File: config.mk
export PLATFORM = sky130hd
export DESIGN_NAME = silife_grid_sequencer
export DESIGN_NICKNAME = d
export VERILOG_FILES = /design/src/rtl/silife_grid_sequencer.sv
export SDC_FILE = /design/constraint.sdc
export NUM_CORES = 1
export LEC_CHECK = 0
export ABC_AREA = 1
export ABC_CLOCK_PERIOD_IN_PS = 4500
export CAP_MARGIN = 20
export CORE_ASPECT_RATIO = 0.9
export CORE_MARGIN = 4
export CORE_UTILIZATION = 51
export DETAILED_ROUTE_END_ITERATION = 12
export GPL_TIMING_DRIVEN = 0
export MAX_ROUTING_LAYER = met4
export PLACE_DENSITY = 0.81
export SETUP_SLACK_MARGIN = 0.3
export SYNTH_ARGS = -nofsm -noshare
export SYNTH_HDL_FRONTEND = slang
export SYNTH_SLANG_ARGS = --single-unit
File: constraint.sdc
create_clock -name clk -period 4.5 [get_ports clk]
set_clock_uncertainty 0.05 [all_clocks]
set_input_delay 0.675 -clock clk [delete_from_list [all_inputs] [get_ports clk]]
set_output_delay 0.675 -clock clk [all_outputs]
set_load 0.01 [all_outputs]
File: src/rtl/silife_grid_sequencer.sv
// Sequencer/arbiter for the shared write/step port of the life grid.
// It arbitrates between a whole-grid clear, a row-by-row pattern load, and
// generation stepping, which can be free-running or single-stepped.
// All grid-side outputs are registered. o_load_ready is decoded from state.
module silife_grid_sequencer #(
    parameter int unsigned WIDTH       = 8,
    parameter int unsigned ROWS        = 32,
    parameter int unsigned ROW_BITS    = 5,
    parameter int unsigned PERIOD_BITS = 16
) (
    input  logic                   clk,
    input  logic                   reset,
    input  logic                   i_run,
    input  logic                   i_step,
    input  logic [PERIOD_BITS-1:0] i_period,
    input  logic                   i_clear,
    input  logic                   i_load_start,
    input  logic                   i_load_valid,
    input  logic [WIDTH-1:0]       i_load_data,
    output logic                   o_load_ready,
    output logic                   o_grid_enable,
    output logic [ROW_BITS-1:0]    o_row_select,
    output logic [WIDTH-1:0]       o_set_cells,
    output logic [WIDTH-1:0]       o_clear_cells,
    output logic                   o_busy,
    output logic [15:0]            o_gen_count
);

    typedef enum logic [1:0] {
        IDLE  = 2'd0,
        CLEAR = 2'd1,
        LOAD  = 2'd2
    } state_t;

    state_t                 state_q;
    logic [ROW_BITS-1:0]    row_q;
    logic [PERIOD_BITS-1:0] period_cnt_q;
    logic [PERIOD_BITS-1:0] period_cnt_d;
    logic                   pending_q;
    logic                   pending_d;
    logic                   grid_enable_q;
    logic [ROW_BITS-1:0]    row_select_q;
    logic [WIDTH-1:0]       set_cells_q;
    logic [WIDTH-1:0]       clear_cells_q;
    logic                   busy_q;
    logic [15:0]            gen_count_q;

    logic [PERIOD_BITS-1:0] period_eff;
    logic [PERIOD_BITS-1:0] period_last;
    logic                   period_hit;
    logic                   gen_issue;
    logic                   row_last;

    // Period timer, generation issue decision and the pending request flag.
    always_comb begin
        period_eff   = (i_period == '0) ? PERIOD_BITS'(1) : i_period;
        period_last  = period_eff - PERIOD_BITS'(1);
        period_hit   = 1'b0;
        period_cnt_d = period_cnt_q;
        if (!i_run) begin
            period_cnt_d = '0;
        end else if (state_q == IDLE) begin
            // Use >= so that lowering the period mid-count still expires
            // promptly instead of running on until the counter wraps.
            if (period_cnt_q >= period_last) begin
                period_cnt_d = '0;
                period_hit   = 1'b1;
            end else begin
                period_cnt_d = period_cnt_q + PERIOD_BITS'(1);
            end
        end
        gen_issue = (state_q == IDLE) && !i_clear && !i_load_start && pending_q;
        // A new request in the same cycle as an issue re-arms pending.
        // This keeps a period-1 run issuing every cycle.
        pending_d = i_step | period_hit | (pending_q & ~gen_issue);
        row_last  = (row_q == ROW_BITS'(ROWS - 1));
    end

    // Main state machine and registered grid-side outputs.
    always_ff @(posedge clk) begin
        if (reset) begin
            state_q       <= IDLE;
            row_q         <= '0;
            period_cnt_q  <= '0;
            pending_q     <= 1'b0;
            grid_enable_q <= 1'b0;
            row_select_q  <= '0;
            set_cells_q   <= '0;
            clear_cells_q <= '0;
            busy_q        <= 1'b0;
            gen_count_q   <= '0;
        end else begin
            period_cnt_q  <= period_cnt_d;
            pending_q     <= pending_d;
            grid_enable_q <= gen_issue;
            row_select_q  <= '0;
            set_cells_q   <= '0;
            clear_cells_q <= '0;
            busy_q        <= (state_q != IDLE);
            if (gen_issue) begin
                gen_count_q <= gen_count_q + 16'd1;
            end
            case (state_q)
                IDLE: begin
                    if (i_clear) begin
                        state_q <= CLEAR;
                        row_q   <= '0;
                    end else if (i_load_start) begin
                        state_q <= LOAD;
                        row_q   <= '0;
                    end
                end
                CLEAR: begin
                    row_select_q  <= row_q;
                    clear_cells_q <= '1;
                    row_q         <= row_q + ROW_BITS'(1);
                    if (row_last) begin
                        state_q     <= IDLE;
                        gen_count_q <= '0;
                    end
                end
                LOAD: begin
                    // A restart takes precedence over a byte offered in the same cycle.
                    if (i_load_start) begin
                        row_q <= '0;
                    end else if (i_load_valid) begin
                        row_select_q  <= row_q;
                        set_cells_q   <= i_load_data;
                        clear_cells_q <= ~i_load_data;
                        row_q         <= row_q + ROW_BITS'(1);
                        if (row_last) begin
                            state_q <= IDLE;
                        end
                    end
                end
                default: state_q <= IDLE;
            endcase
        end
    end

    assign o_load_ready  = (state_q == LOAD);
    assign o_grid_enable = grid_enable_q;
    assign o_row_select  = row_select_q;
    assign o_set_cells   = set_cells_q;
    assign o_clear_cells = clear_cells_q;
    assign o_busy        = busy_q;
    assign o_gen_count   = gen_count_q;

endmodule

After elaboration in Yosys (flattened, before gate mapping)
Index checks and enable logic that the tools add are counted.

Word-level logic and storage cells: 68. Input port bits: 31. Flip-flop bits (word level): 63.

Add/subtract/negate cells: 4. Bitwise gates (word level): 8. Order comparisons: 1. Eq/ne operators: 7. Multiplexer cells: 25. Reduce and logical (&&, ||, !) cells: 13.

Operators with widths (number): 16-bit 2-to-1 mux (5); 16-bit by 1-bit adder with 16-bit output (second input constant) (2); 5-bit 2-to-1 mux (6); 16-bit greater-or-equal comparator (1); 16-bit zero test (1); 8-bit 2-to-1 mux (2); 8-bit case mux with 2 select lines (1); 16-bit by 1-bit subtractor with 16-bit output (second input constant) (1); 5-bit case mux with 3 select lines (1); 2-bit 2-to-1 mux (5); 5-bit case mux with 2 select lines (1); 8-bit inverter (1); 3-bit inequality test (second input constant) (2); 2-bit case mux with 3 select lines (1); 3-bit AND reduction (2); 5-bit by 1-bit adder with 5-bit output (second input constant) (1); 5-bit == test (second input constant) (1); 2-bit inequality test (second input constant) (2); 1-bit inverter (4); 4-bit OR reduction (1); 1-bit logical AND (3); 1-bit 2-to-1 mux (3); 3-bit nonzero test (1); 2-bit by 1-bit == test with 1-bit output (second input constant) (1); 7 further kinds (9).

Depth between registers and ports, before layout
Word-level depth: 9. Depth in mapped cells: 22. Depth with buffers taken out: 21.

Worst setup path before layout
No wires, ideal clock.

Path type: input port to flip-flop. Start: in i_period[2]. End: reg period_cnt_q[5]. Setup time: 0.117 ns. Stages on the path: 21. Path buffers: 1. Slack: 1.424 ns. Data arrival time: 2.909 ns. Cells stage by stage: nor2_1 > nand3_1 > nor2_1 > nand2_1 > nand2_1 > inv_1 > ha_1 > nand2_1 > nor2_1 > nand4_1 > xor2_1 > inv_1 > ha_1 > nand2_1 > nor3_1 > nand2_1 > nand2_1 > nand2_1 > nand2_1 > buf_4 > nor2_1.

Longest elaborated chain between the ends: 5.

RTL lines: start: declaration (line 15) `input logic [PERIOD_BITS-1:0] i_period,`; 16-bit zero test (line 56) `period_eff = (i_period == '0) ? PERIOD_BITS'(1) : i_period;`; 16-bit 2-to-1 mux * (line 56); 16-bit by 1-bit subtractor with 16-bit output * (line 57) `period_last = period_eff - PERIOD_BITS'(1);`; 16-bit greater-or-equal comparator * (line 65) `if (period_cnt_q >= period_last) begin`; 16-bit 2-to-1 mux * (line 65); end signal: assignment (line 93) `period_cnt_q <= period_cnt_d;`; end: declaration (line 37) `logic [PERIOD_BITS-1:0] period_cnt_q;`.

Mark *: on every way between the ends. The rest lies on a longest branch, timed or not. A chain may end at the register's enable or synchronous reset.

Final worst setup path
Start: in i_period[8]. End: reg period_cnt_q[5].

Same word-level chain as after synthesis.

==> results.cfg <==
[global_route]
grt_usage_pct = 20.3
grt_use_met1_pct = 24.5
grt_pass1_wl_um = 12900
grt.overflow.total = 0
grt_busiest_layer = met2
grt_max_degree = 11
antenna_found_initial = 0
grt_util_met3_pct = 4.82
grt_pass1_vias = 3049
use_met2_pct = 32.5

[worst_setup_path]
slowest_stage = clkdlybuf4s50_1
crit_family = simple AND/OR/NAND/NOR gates
worst-path-max-fanout = 10
path_cells = clkdlybuf4s50_1, nor2_1, nand2_1, nor2_1, nand2_1, nand2_1, inv_1, ha_1, nand2_1, nor2_1, nand4_1, xor2_1, inv_1, ha_1, nand2_1, nor3_1, nand2_1, nand2_1, nand2_1, nand2_1, buf_4, nor2_1
crit_buf_inv = 4
worst_setup_path_end_kind = register
startpoint_type = input pin
critPathKind = input pin to register
crit_top_cell = nand2_1
max_stage_delay_ns = 0.52
arrival_ns = 3.96
cp.required_ns = 4.67

[synth]
synth_cell_types = 37
netlist_area_um2 = 3450
synth_fa_ha_area_share_pct = 9.06
synth_xor_area_share_pct = 6.85
ys_seq_area_share_pct = 36.5
synth_compound_area_share_pct = 8.30
synthMuxAreaShare_pct = 0.290
syn_avg_cell_area_um2 = 7.29
synth_top_family_by_area = simple AND/OR/NAND/NOR gates
synth-simple-area-share_pct = 29.3
syn_nets = 530
ys_ff_latch = 63
yosysWarnings = 0
syn_inst = 474

[outcome]
status = completed

[sta]
worst_slack_ns = 0.711
fin_tns_setup_ns = 0
rsz0062_at_grt = false
clock.fmax_mhz = 264
tightest_slew_ns = 0.417
slew_headroom_pct = 72.1
finalMaxSlewViolations = 0
period_minus_slack_ns = 3.79
final_hold_viol_count = 0
setup_viol = 0
min_period_over_period_pct = 84.2

[finish]
most-common-layout-cells = nor2_1 (80), nand2_1 (80), inv_1 (79), clkdlybuf4s50_1 (70), dfxtp_1 (63)
fill_cells = 566
diodes = 0
multiInputGateArea_um2 = 1860
seq_area_um2 = 1260
layout-drive-gt1-share_pct = 7.51
nets = 611
area_growth_pct = 29.1
final_util_pct = 67.7

[cts]
cts-resized-gates = 0
clock-root-buffer = clkbuf_8
ctsHoldBuffers = 0
clock_path_buffers = 2
post_cts_buffers = 0
clk_pin_slew_worst_paths_ns = 0.06
cts_tree = built
clk_latency_ns = 0.34
ctsHtreeMaxLevel = 3
cts.sinks = 63
cts_buffers = 9

[power]
vdd_ir_drop_max_uv = 318
power_density_nw_per_um2 = 325
power.total_mw = 1.45
p_leak_nw = 1.91

[min_path]
hold_class = register to register

[die]
start_util_pct = 52.4
fp-row-count = 28
dieArea_um2 = 8150
io_pins = 71
dieHeight_um = 86.1
core_um2 = 6590
die_w_um = 94.7

[detailed_routing]
vias_per_cell = 4.90
drc_errors = 0
vias = 3180
first_pass_iters = 4
ant_nets = 0
drtIter0Drc = 168
wirelength_um = 7400
detail_route.wl_per_cell_um = 11.4

[placed_design]
post-dp-hpwl_um = 5920
preCtsSetupSlack_ns = 0.383
placement.io_buffers = 70
place_congestion = 0.885

[flow_run]
cap_viol_max_count = 0
## layer usage
layer / share of wire (%) / vias up
li1: - / 1666
met1: 46 / 1420
met2: 47 / 82
met3: 5.6 / 12
met4: 1.7 / 0
met5: 0 / -
## final cells by class
class	count	area share, %
Inverter	82	6.93
Clock inverter	2	0.309
Sequential cell	63	28.3
Tap cell	90	2.53
Buffer	3	0.533
Timing Repair Buffer	70	15.7
Clock buffer	13	4.01
Multi-Input combinational cell	326	41.7
## through the flow
stage / instance area (um2) / std cells / hold slack [ns]
floorplan: 3450 / 474 / 0.385
detailed placement: 4270 / 634 / 0.418
global placement: 4270 / 634 / 0.406
finish: 4460 / 649 / 0.424
global route: 4460 / 649 / 0.450
CTS: 4460 / 649 / 0.428
## Yosys cell counts (all sizes together)
cell	instances	share of area [%]
clkinv	2	0.25
o21a	1	0.22
mux2i	1	0.29
ha	25	9.1
a21oi	20	3.2
nand3	20	3.6
or2	1	0.18
xor2	16	4.1
dfxtp	63	37
nor3	16	2.8
nand4	12	2.2
buf	3	0.69
o22ai	1	0.18
nor2	89	11
xnor2	11	2.8
a21o	1	0.22
nand2	84	9.6
nor3b	1	0.22
o21bai	1	0.22
o211ai	1	0.22
inv	80	8.7
a211oi	4	0.87
o21ai	21	3.2
## final timing paths
check | from | to | slack (ns) | depth (start not counted)
setup / recovery | i_period[8] | period_cnt_q[5] | 0.71 | 22
hold / removal | row_q[4] | o_row_select[4] | 0.42 | 2
setup reg to reg | period_cnt_q[7] | period_cnt_q[5] | 2.53 | 13
hold reg to reg | row_q[4] | o_row_select[4] | 0.42 | 2
## logic make-up after synthesis
logic type | Yosys count
DFF | 63
adders and majority gates | 25
xor gates and xnor gates | 27
muxes | 1
AOI/OAI and AO/OA | 50
and+or+nand+nor | 223
buffers and inverters | 85
## tightest hold or removal path, delay by kind of cell (launching register included)
| family | cells | cell delay [ns] |
|---|---|---|
| DFF | 1 | 0.31 |
| buffers and inverters | 1 | 0.07 |
| and+or+nand+nor | 1 | 0.05 |
## state kept, by name (all words and copies together) (netlist names)
name,flops
o_gen_count,16
period_cnt_q,16
o_clear_cells,8
o_set_cells,8
o_row_select,5
row_q,5
state_q,2
o_busy,1
o_grid_enable,1
pending_q,1
## power breakdown
group	total [mW]	internal (mW)	leakage, nW	switching (mW)
clock	0.463	0.257	0.101	0.206
combinational	0.376	0.154	1.30	0.222
sequential	0.611	0.591	0.509	0.0197
total	1.45	1.00	1.91	0.448
No activity file was read; power rests on OpenSTA's default activity.
